[src/rtl/temp_report_tx_pkg.sv]
// Shared ASCII codes, FSM state types and the report character mux for temp_report_tx.
package temp_report_tx_pkg;

   localparam logic [7:0] ASCII_SPACE = 8'h20;
   localparam logic [7:0] ASCII_MINUS = 8'h2D;
   localparam logic [7:0] ASCII_DOT   = 8'h2E;
   localparam logic [7:0] ASCII_S     = 8'h53;
   localparam logic [7:0] ASCII_CR    = 8'h0D;
   localparam logic [7:0] ASCII_LF    = 8'h0A;
   localparam logic [7:0] ASCII_0     = 8'h30;
   localparam logic [7:0] ASCII_A     = 8'h41;

   localparam logic [3:0] LastIdx = 4'd9;

   typedef enum logic [1:0] {StByteIdle, StByteStart, StByteData, StByteStop} byte_state_e;
   typedef enum logic {StIdle, StSend} report_state_e;

   typedef struct packed {
      logic       mode;
      logic [5:0] temp;
      logic [3:0] frac;
      logic [3:0] state;
   } report_fields_t;

   function automatic logic [7:0] digit_char(input logic [3:0] d);
      return ASCII_0 + {4'd0, d};
   endfunction

   function automatic logic [7:0] report_char(input logic [3:0] idx, input report_fields_t f);
      logic [3:0] tens;
      logic [3:0] ones;
      logic [3:0] frac_c;
      logic [7:0] c;
      tens   = 4'(f.temp / 6'd10);
      ones   = 4'(f.temp % 6'd10);
      frac_c = (f.frac > 4'd9) ? 4'd9 : f.frac;
      case (idx)
         4'd0:    c = f.mode ? ASCII_MINUS : ASCII_SPACE;
         4'd1:    c = digit_char(tens);
         4'd2:    c = digit_char(ones);
         4'd3:    c = ASCII_DOT;
         4'd4:    c = digit_char(frac_c);
         4'd5:    c = ASCII_SPACE;
         4'd6:    c = ASCII_S;
         4'd7:    c = (f.state < 4'd10) ? digit_char(f.state)
                                        : ASCII_A + {4'd0, f.state - 4'd10};
         4'd8:    c = ASCII_CR;
         default: c = ASCII_LF;
      endcase
      return c;
   endfunction

endpackage

[src/rtl/uart_tx_byte.sv]
// 8N1 byte shifter; done pulses combinationally in the last stop-bit cycle so that a
// load in that same cycle starts the next byte with no idle gap.
module uart_tx_byte
   import temp_report_tx_pkg::*;
#(
   parameter int unsigned BAUD_DIV = 434
) (
   input  logic       clk,
   input  logic       rst_n,
   input  logic       load,
   input  logic [7:0] data,
   output logic       tx,
   output logic       done
);

   localparam int unsigned CntW = $clog2(BAUD_DIV);
   localparam logic [CntW-1:0] CntLast = CntW'(BAUD_DIV - 1);

   byte_state_e     state_q;
   logic [CntW-1:0] cnt_q;
   logic [2:0]      bit_q;
   logic [7:0]      shreg_q;
   logic            tx_q;
   logic            bit_end;

   assign bit_end = (cnt_q == CntLast);
   assign done    = (state_q == StByteStop) && bit_end;
   assign tx      = tx_q;

   always_ff @(posedge clk or negedge rst_n) begin
      if (!rst_n) begin
         state_q <= StByteIdle;
         cnt_q   <= '0;
         bit_q   <= '0;
         shreg_q <= '0;
         tx_q    <= 1'b1;
      end else if (load) begin
         state_q <= StByteStart;
         cnt_q   <= '0;
         shreg_q <= data;
         tx_q    <= 1'b0;
      end else if (state_q != StByteIdle) begin
         if (!bit_end) begin
            cnt_q <= cnt_q + 1'b1;
         end else begin
            cnt_q <= '0;
            unique case (state_q)
               StByteStart: begin
                  state_q <= StByteData;
                  bit_q   <= '0;
                  tx_q    <= shreg_q[0];
               end
               StByteData: begin
                  if (bit_q == 3'd7) begin
                     state_q <= StByteStop;
                     tx_q    <= 1'b1;
                  end else begin
                     bit_q   <= bit_q + 1'b1;
                     shreg_q <= {1'b0, shreg_q[7:1]};
                     tx_q    <= shreg_q[1];
                  end
               end
               StByteStop: begin
                  state_q <= StByteIdle;
                  tx_q    <= 1'b1;
               end
               default: state_q <= StByteIdle;
            endcase
         end
      end
   end

endmodule

[src/rtl/temp_report_tx.sv]
// Formats temperature and monitor state as a 10-character ASCII line and sends it over 8N1.
// The byte-select step runs in the shifter's done cycle, so bytes go out back to back.
module temp_report_tx
   import temp_report_tx_pkg::*;
#(
   parameter int unsigned CLK_HZ   = 50_000_000,
   parameter int unsigned BAUD     = 115_200,
   parameter int unsigned BAUD_DIV = (CLK_HZ + BAUD / 2) / BAUD
) (
   input  logic       clk,
   input  logic       rst_n,
   input  logic       start,
   input  logic       mode,
   input  logic [5:0] temp,
   input  logic [3:0] temp_frac,
   input  logic [3:0] state,
   output logic       tx,
   output logic       busy
);

   report_state_e  state_q;
   logic [3:0]     idx_q;
   report_fields_t snap_q;
   logic           busy_q;

   report_fields_t live_fields;
   logic           byte_done;
   logic           last_done;
   logic           next_byte;
   logic           accept;
   logic           byte_load;
   logic [7:0]     byte_data;

   assign live_fields = '{mode: mode, temp: temp, frac: temp_frac, state: state};

   assign last_done = (state_q == StSend) && byte_done && (idx_q == LastIdx);
   assign next_byte = (state_q == StSend) && byte_done && (idx_q != LastIdx);
   // A start arriving in the final done cycle is accepted immediately.
   assign accept    = start && ((state_q == StIdle) || last_done);
   assign byte_load = accept || next_byte;
   assign byte_data = accept ? report_char(4'd0, live_fields)
                             : report_char(idx_q + 4'd1, snap_q);

   always_ff @(posedge clk or negedge rst_n) begin
      if (!rst_n) begin
         state_q <= StIdle;
         idx_q   <= '0;
         snap_q  <= '0;
         busy_q  <= 1'b0;
      end else if (accept) begin
         state_q <= StSend;
         idx_q   <= '0;
         snap_q  <= live_fields;
         busy_q  <= 1'b1;
      end else if (next_byte) begin
         idx_q <= idx_q + 4'd1;
      end else if (last_done) begin
         state_q <= StIdle;
         idx_q   <= '0;
         busy_q  <= 1'b0;
      end
   end

   uart_tx_byte #(
      .BAUD_DIV (BAUD_DIV)
   ) u_uart_tx_byte (
      .clk   (clk),
      .rst_n (rst_n),
      .load  (byte_load),
      .data  (byte_data),
      .tx    (tx),
      .done  (byte_done)
   );

   assign busy = busy_q;

endmodule

[config.mk]
export PLATFORM = sky130hd
export DESIGN_NAME = temp_report_tx
export DESIGN_NICKNAME = d
export VERILOG_FILES = /design/src/rtl/temp_report_tx_pkg.sv /design/src/rtl/uart_tx_byte.sv /design/src/rtl/temp_report_tx.sv
export SDC_FILE = /design/constraint.sdc
export NUM_CORES = 1
export LEC_CHECK = 0
export CORE_MARGIN = 4
export CORE_UTILIZATION = 45
export CTS_CLUSTER_SIZE = 25
export DETAILED_ROUTE_END_ITERATION = 8
export SYNTH_ARGS = -nofsm -noshare
export SYNTH_HDL_FRONTEND = slang
export SYNTH_SLANG_ARGS = --single-unit
[constraint.sdc]
create_clock -name clk -period 5.85 [get_ports clk]
set_input_delay 0.585 -clock clk [delete_from_list [all_inputs] [get_ports clk]]
set_output_delay 0.585 -clock clk [all_outputs]
set_load 0.01 [all_outputs]
# --- Yosys cells after proc, flatten, opt, wreduce, memory -nomap -nowiden ---
# Index checks and enable logic that the tools add are counted.
totals:
  ff_bits: 43
  inputBits: 18
  output_inout_bits: 2
  elab_cells: 98
classes:
  addsub: 9
  div: 2
  magnitude_cmp: 2
  n_eq_ne: 19
  muxes: 32
  bitwise: 2
  reduce_logical: 21
op_table:
  columns: ["cell", "count"]
  rows:
  - ["$pmux W8 S9", 1]
  - ["$mux W8", 7]
  - ["$add A6 B4 Y7 const A", 4]
  - ["$mux W9", 3]
  - ["$mux W4", 6]
  - ["$eq A4 B3 Y1 const B", 4]
  - ["$reduce_bool A2 Y1", 6]
  - ["$add A9 B1 Y9 const B", 1]
  - ["$eq A9 B9 Y1 const B", 1]
  - ["$add A7 B4 Y8 const A", 1]
  - ["$eq A4 B2 Y1 const B", 2]
  - ["$eq A4 B4 Y1 const B", 2]
  - ["$mux W2", 4]
  - ["$mux W1", 7]
  - ["$div A6 B4 Y6 const B", 1]
  - ["$mod A6 B4 Y6 const B", 1]
  - ["$pmux W3 S2", 1]
  - ["$reduce_and A3 Y1", 2]
  - ["$logic_and A1 B1 Y1", 5]
  - ["$reduce_and A5 Y1", 1]
  - ["$add A4 B1 Y4 const B", 1]
  - ["$eq A2 B2 Y1 const B", 2]
  - ["$eq A4 B1 Y1 const B", 1]
  - ["$gt A4 B4 Y1 const B", 1]
  - ["19 further kinds", 22]

# --- Longest topological paths before layout ---
depth:
  ltp_word: 9
  ltp_mapped: 11
  ltp_nobuf: 11

# --- By module ---
# A second synthesis with hierarchy kept.
hier_totals:
  hier_cells: 373
  hier_area_um2: 3083.0
by_module_without_submodules:
  columns: ["mod", "n_inst", "cells_each", "area_each_um2", "seq_area_each_um2"]
  rows:
  - ["temp_report_tx", 1, 234, 1779.2, 500.5]
  - ["uart_tx_byte", 1, 139, 1303.8, 576.8]

# --- Worst setup path after synthesis ---
# No wires, ideal clock.
synth_path:
  path_kind: "register -> register"
  start: "reg snap_q[12] (netlist name)"
  end: "reg u_uart_tx_byte.shreg_q[3]"
  setup_ns: 0.129
  arrival_time_ns: 2.081
  t_required_ns: 5.721
  setup_slack_ns: 3.640
  stages_incl_launch_ff: 12
  n_path_buf: 0
  synth_period_minus_slack_ns: 2.210
  path_cell_list: "dfrtp_1 inv_1 ha_1 nand4b_1 a21boi_0 a211o_1 inv_1 ha_1 inv_1 o31ai_1 a2111oi_2 nor2_1"
synth_via:
  elab_chain_len: 5
  word_cells_on_any_way: 7
  classes_between: "2 x add/sub; 2 x div; 3 x mux"
synth_rtl:
  columns: ["item", "line_no", "rtl"]
  rows:
  - ["from (decl)", "temp_report_tx.sv:23", "report_fields_t snap_q;"]
  - ["from (signal assigned)", "temp_report_tx.sv:53", "snap_q <= live_fields;"]
  - ["$mod A6 B4 Y6 or $div A6 B4 Y6 (tied branches)", "temp_report_tx_pkg.sv:35, temp_report_tx_pkg.sv:34", null]
  - ["$add A6 B4 Y7", "temp_report_tx_pkg.sv:26", "return ASCII_0 + {4'd0, d};"]
  - ["$pmux W8 S9 *", "temp_report_tx_pkg.sv:37", "case (idx)"]
  - ["$mux W8 *", "temp_report_tx.sv:41", "assign byte_data = accept ? report_char(4'd0, live_fields)"]
  - ["$mux W8 *", "uart_tx_byte.sv:37", "end else if (load) begin"]
  - ["to (signal assigned)", "uart_tx_byte.sv:40", "shreg_q <= data;"]
  - ["to (signal assigned)", "uart_tx_byte.sv:59", "shreg_q <= {1'b0, shreg_q[7:1]};"]
  - ["to (decl)", "uart_tx_byte.sv:22", "logic [7:0] shreg_q;"]
# Mark *: on every way between the ends. The rest lies on a longest branch, timed or not.
# A chain may end at the register's enable or synchronous reset.

# --- Worst setup path after layout ---
# Ends and elaborated chain as after synthesis.

==> reports/results.ini <==
[sta]
postLayoutSetupSlackWorst_ns = 3.40
setup_viol = 0
slew_viol_final = 0
hold_viol_final = 0
slew_headroom = 0.341
min_period_over_period = 0.418
holdWs_ns = 0.444
min_period_ns = 2.45
tightest_slew_ns = 0.988
rsz0062_at_grt = false
fin_skew_ns = 0.00579
finalSetupTns_ns = 0
max_freq_mhz = 409

[floorplanning]
coreArea_um2 = 6100
start_util = 0.476
die_x_um = 88.3
die_h_um = 88.3
design.die.area_um2 = 7790
pin_count = 20
rows = 28

[setup_path]
reg2reg_slack_ns = 3.40
crit_required_ns = 6.03
critPathKind = reg -> reg
startpoint_type = flip-flop
worstPathArrival_ns = 2.63
cp_max_fo = 8
critPathCaptureType = flip-flop
slowest_delay_ns = 0.44
cpMaxStageDelayCell = dfrtp_1
worst_path_most_repeated_cell = inv_1
worstPathBufferInverterCount = 3
crit_family = compound AO/OA/AOI/OAI gates
path_cells = inv_1 -> ha_1 -> nand4b_1 -> a21boi_0 -> a211o_1 -> inv_1 -> ha_1 -> inv_1 -> o31ai_1 -> a2111oi_2 -> nor2_1

[grt]
track_usage = 0.182
grt_pass1_vias = 2266
antenna_found_initial = 0
grt.overflow.total = 0
grt_pass1_wl_mm = 11.2
grt_max_degree = 43

[yosys]
netlist_top_cells_area = dfrtp_1 (35%), ha_1 (7.8%), o21ai_0 (4.3%)
ys_seq_area_frac = 0.363
async_flop_share = 1.00
netlist.area_leader.share = 0.354
synth_area_um2 = 2900
syn-num-nets = 360
ys_warn_count = 0
yosys_most_used_dff = dfrtp_1
synth_largest_area_cell = dfrtp_1
netlist_instances = 324
synth_edf_count = 0
syn_area_per_cell_um2 = 8.95
ys_types = 65
ys_ff_latch = 42

[cells_and_area]
fin_cells = 411
fill_cells = 587
syn2layout_area_growth_pct = 10.4
antennaDiodeCount = 0
nets = 371
postLayoutCellArea_um2 = 3200
final_core_util = 0.525
drive_above_1_share = 0.0863

[outcome]
outcome = completed

[place]
hpwl_mm = 4.79
port-buffer-count = 19
post-place-cells = 403
place_ws_ns = 3.44
place.gp.congestion = 0.869
place_area_um2 = 3110

[power_and_ir_drop]
pwr_density_cell_nw_per_um2 = 262
p_leak_nw = 1.37
ir_worst_vdd_uv = 175
finalPower_mw = 0.838

[clock_network]
cts_resized = 0
ctsLongestPathBuffers = 2
cts_setup_buffers = 0
clk_pin_slew_ns = 0.08
cts_tree = yes
cts_sinks = 42
cts-htree-levels = 2
cts_root_buf = clkbuf_8
clock_latency_ns = 0.30
holdBufCountCts = 0
cts_inserted_buffers = 5

[detailed_routing]
num_vias = 2376
ant_nets = 0
drtIter0Drc = 134
remaining_drc_errors = 0
vias_per_cell = 5.78
dr.pass1.iters = 4
drt-total-wl_mm = 6.56
post_drt_wl_per_cell_um = 16.0

[job]
maxCapViolations = 0

[hold_path]
worst_hold_path_type = in -> async

==> final timing paths <==
check,from,endpoint,cells past startpoint
min reg2reg,snap_q[8],snap_q[8],1
min,rst_n,u_uart_tx_byte.cnt_q[2],1
min in group clk,snap_q[8],snap_q[8],1
max,snap_q[12],u_uart_tx_byte.shreg_q[3],11
max in group asynchronous,rst_n,snap_q[12],1
max reg2reg,snap_q[12],u_uart_tx_byte.shreg_q[3],11
==> registers in the layout, indices dropped and copies added, names as in the netlist <==
register and flops:
busy 1, idx_q 4, snap_q 15, u_uart_tx_byte.bit_q 3, u_uart_tx_byte.cnt_q 9, u_uart_tx_byte.shreg_q 7, u_uart_tx_byte.state_q 2, u_uart_tx_byte.tx 1
==> synthesized netlist by cell type (all sizes together) (6+ instances only) <==
cell type	n
a21o	6
a21oi	14
a22o	7
a31oi	6
buf	7
clkbuf	8
dfrtp	41
ha	18
inv	17
mux2	10
nand2	30
nand2b	9
nand3	8
nor2	26
o21ai	28
xor2	6
==> cell type report <==
cell class / count / area (um2) / area share
inverters: 17 / 63.8 / 0.0199
clock buffers: 8 / 90.1 / 0.0281
well taps: 75 / 93.8 / 0.0293
flip-flops and latches: 42 / 1050 / 0.329
repair buffers: 19 / 185 / 0.0579
multi-input cells: 250 / 1720 / 0.536
==> power breakdown <==
group | total, mW | internal [mW] | switching (mW)
Clock | 0.199 | 0.0965 | 0.103
Combinational | 0.229 | 0.111 | 0.118
Sequential | 0.409 | 0.341 | 0.0684
==> cells in the final DEF, fill, tap and decap left out, types with 4 or more instances in the layout <==
| cell type | instances |
|---|---|
| nor3_1 | 4 |
| mux2i_1 | 4 |
| a31oi_1 | 6 |
| nor2_1 | 25 |
| nand2b_1 | 9 |
| o22ai_1 | 5 |
| nor3b_1 | 5 |
| dfrtp_1 | 41 |
| o21ai_0 | 25 |
| nand4_1 | 4 |
| nor2b_1 | 4 |
| mux2_2 | 10 |
| nand3_1 | 7 |
| ha_1 | 18 |
| a21oi_1 | 14 |
| a22o_1 | 7 |
| clkdlybuf4s50_1 | 18 |
| xor2_1 | 6 |
| a21o_1 | 5 |
| inv_1 | 17 |
| clkbuf_8 | 6 |
| nand2_1 | 30 |
==> worst register-to-register path, cell delays in order (launching register included) <==
cell and delay, ns:
dfrtp_1 0.44, inv_1 0.13, ha_1 0.37, nand4b_1 0.19, a21boi_0 0.17, a211o_1 0.21
inv_1 0.06, ha_1 0.19, inv_1 0.05, o31ai_1 0.07, a2111oi_2 0.38, nor2_1 0.08
==> kinds of logic after synthesis <==
| kind of cell | Yosys count | share of synthesized area |
|---|---|---|
| AND/OR/NAND/NOR | 115 | 0.214 |
| AO/OA/AOI/OAI | 94 | 0.221 |
| flip-flops | 42 | 0.363 |
| buffers and inverters | 32 | 0.0453 |
| adder cells (fa/ha/maj) | 18 | 0.0777 |
| multiplexers | 14 | 0.0527 |
| XOR/XNOR | 9 | 0.0272 |
==> metal layers <==
layer	vias up	routed length (um)	track usage
met5	-	0	0
met4	0	145	0.0591
met3	12	296	0.0382
met2	54	2910	0.276
met1	1118	3210	0.261
li1	1192	-	-
(Power assumes the default switching activity.)
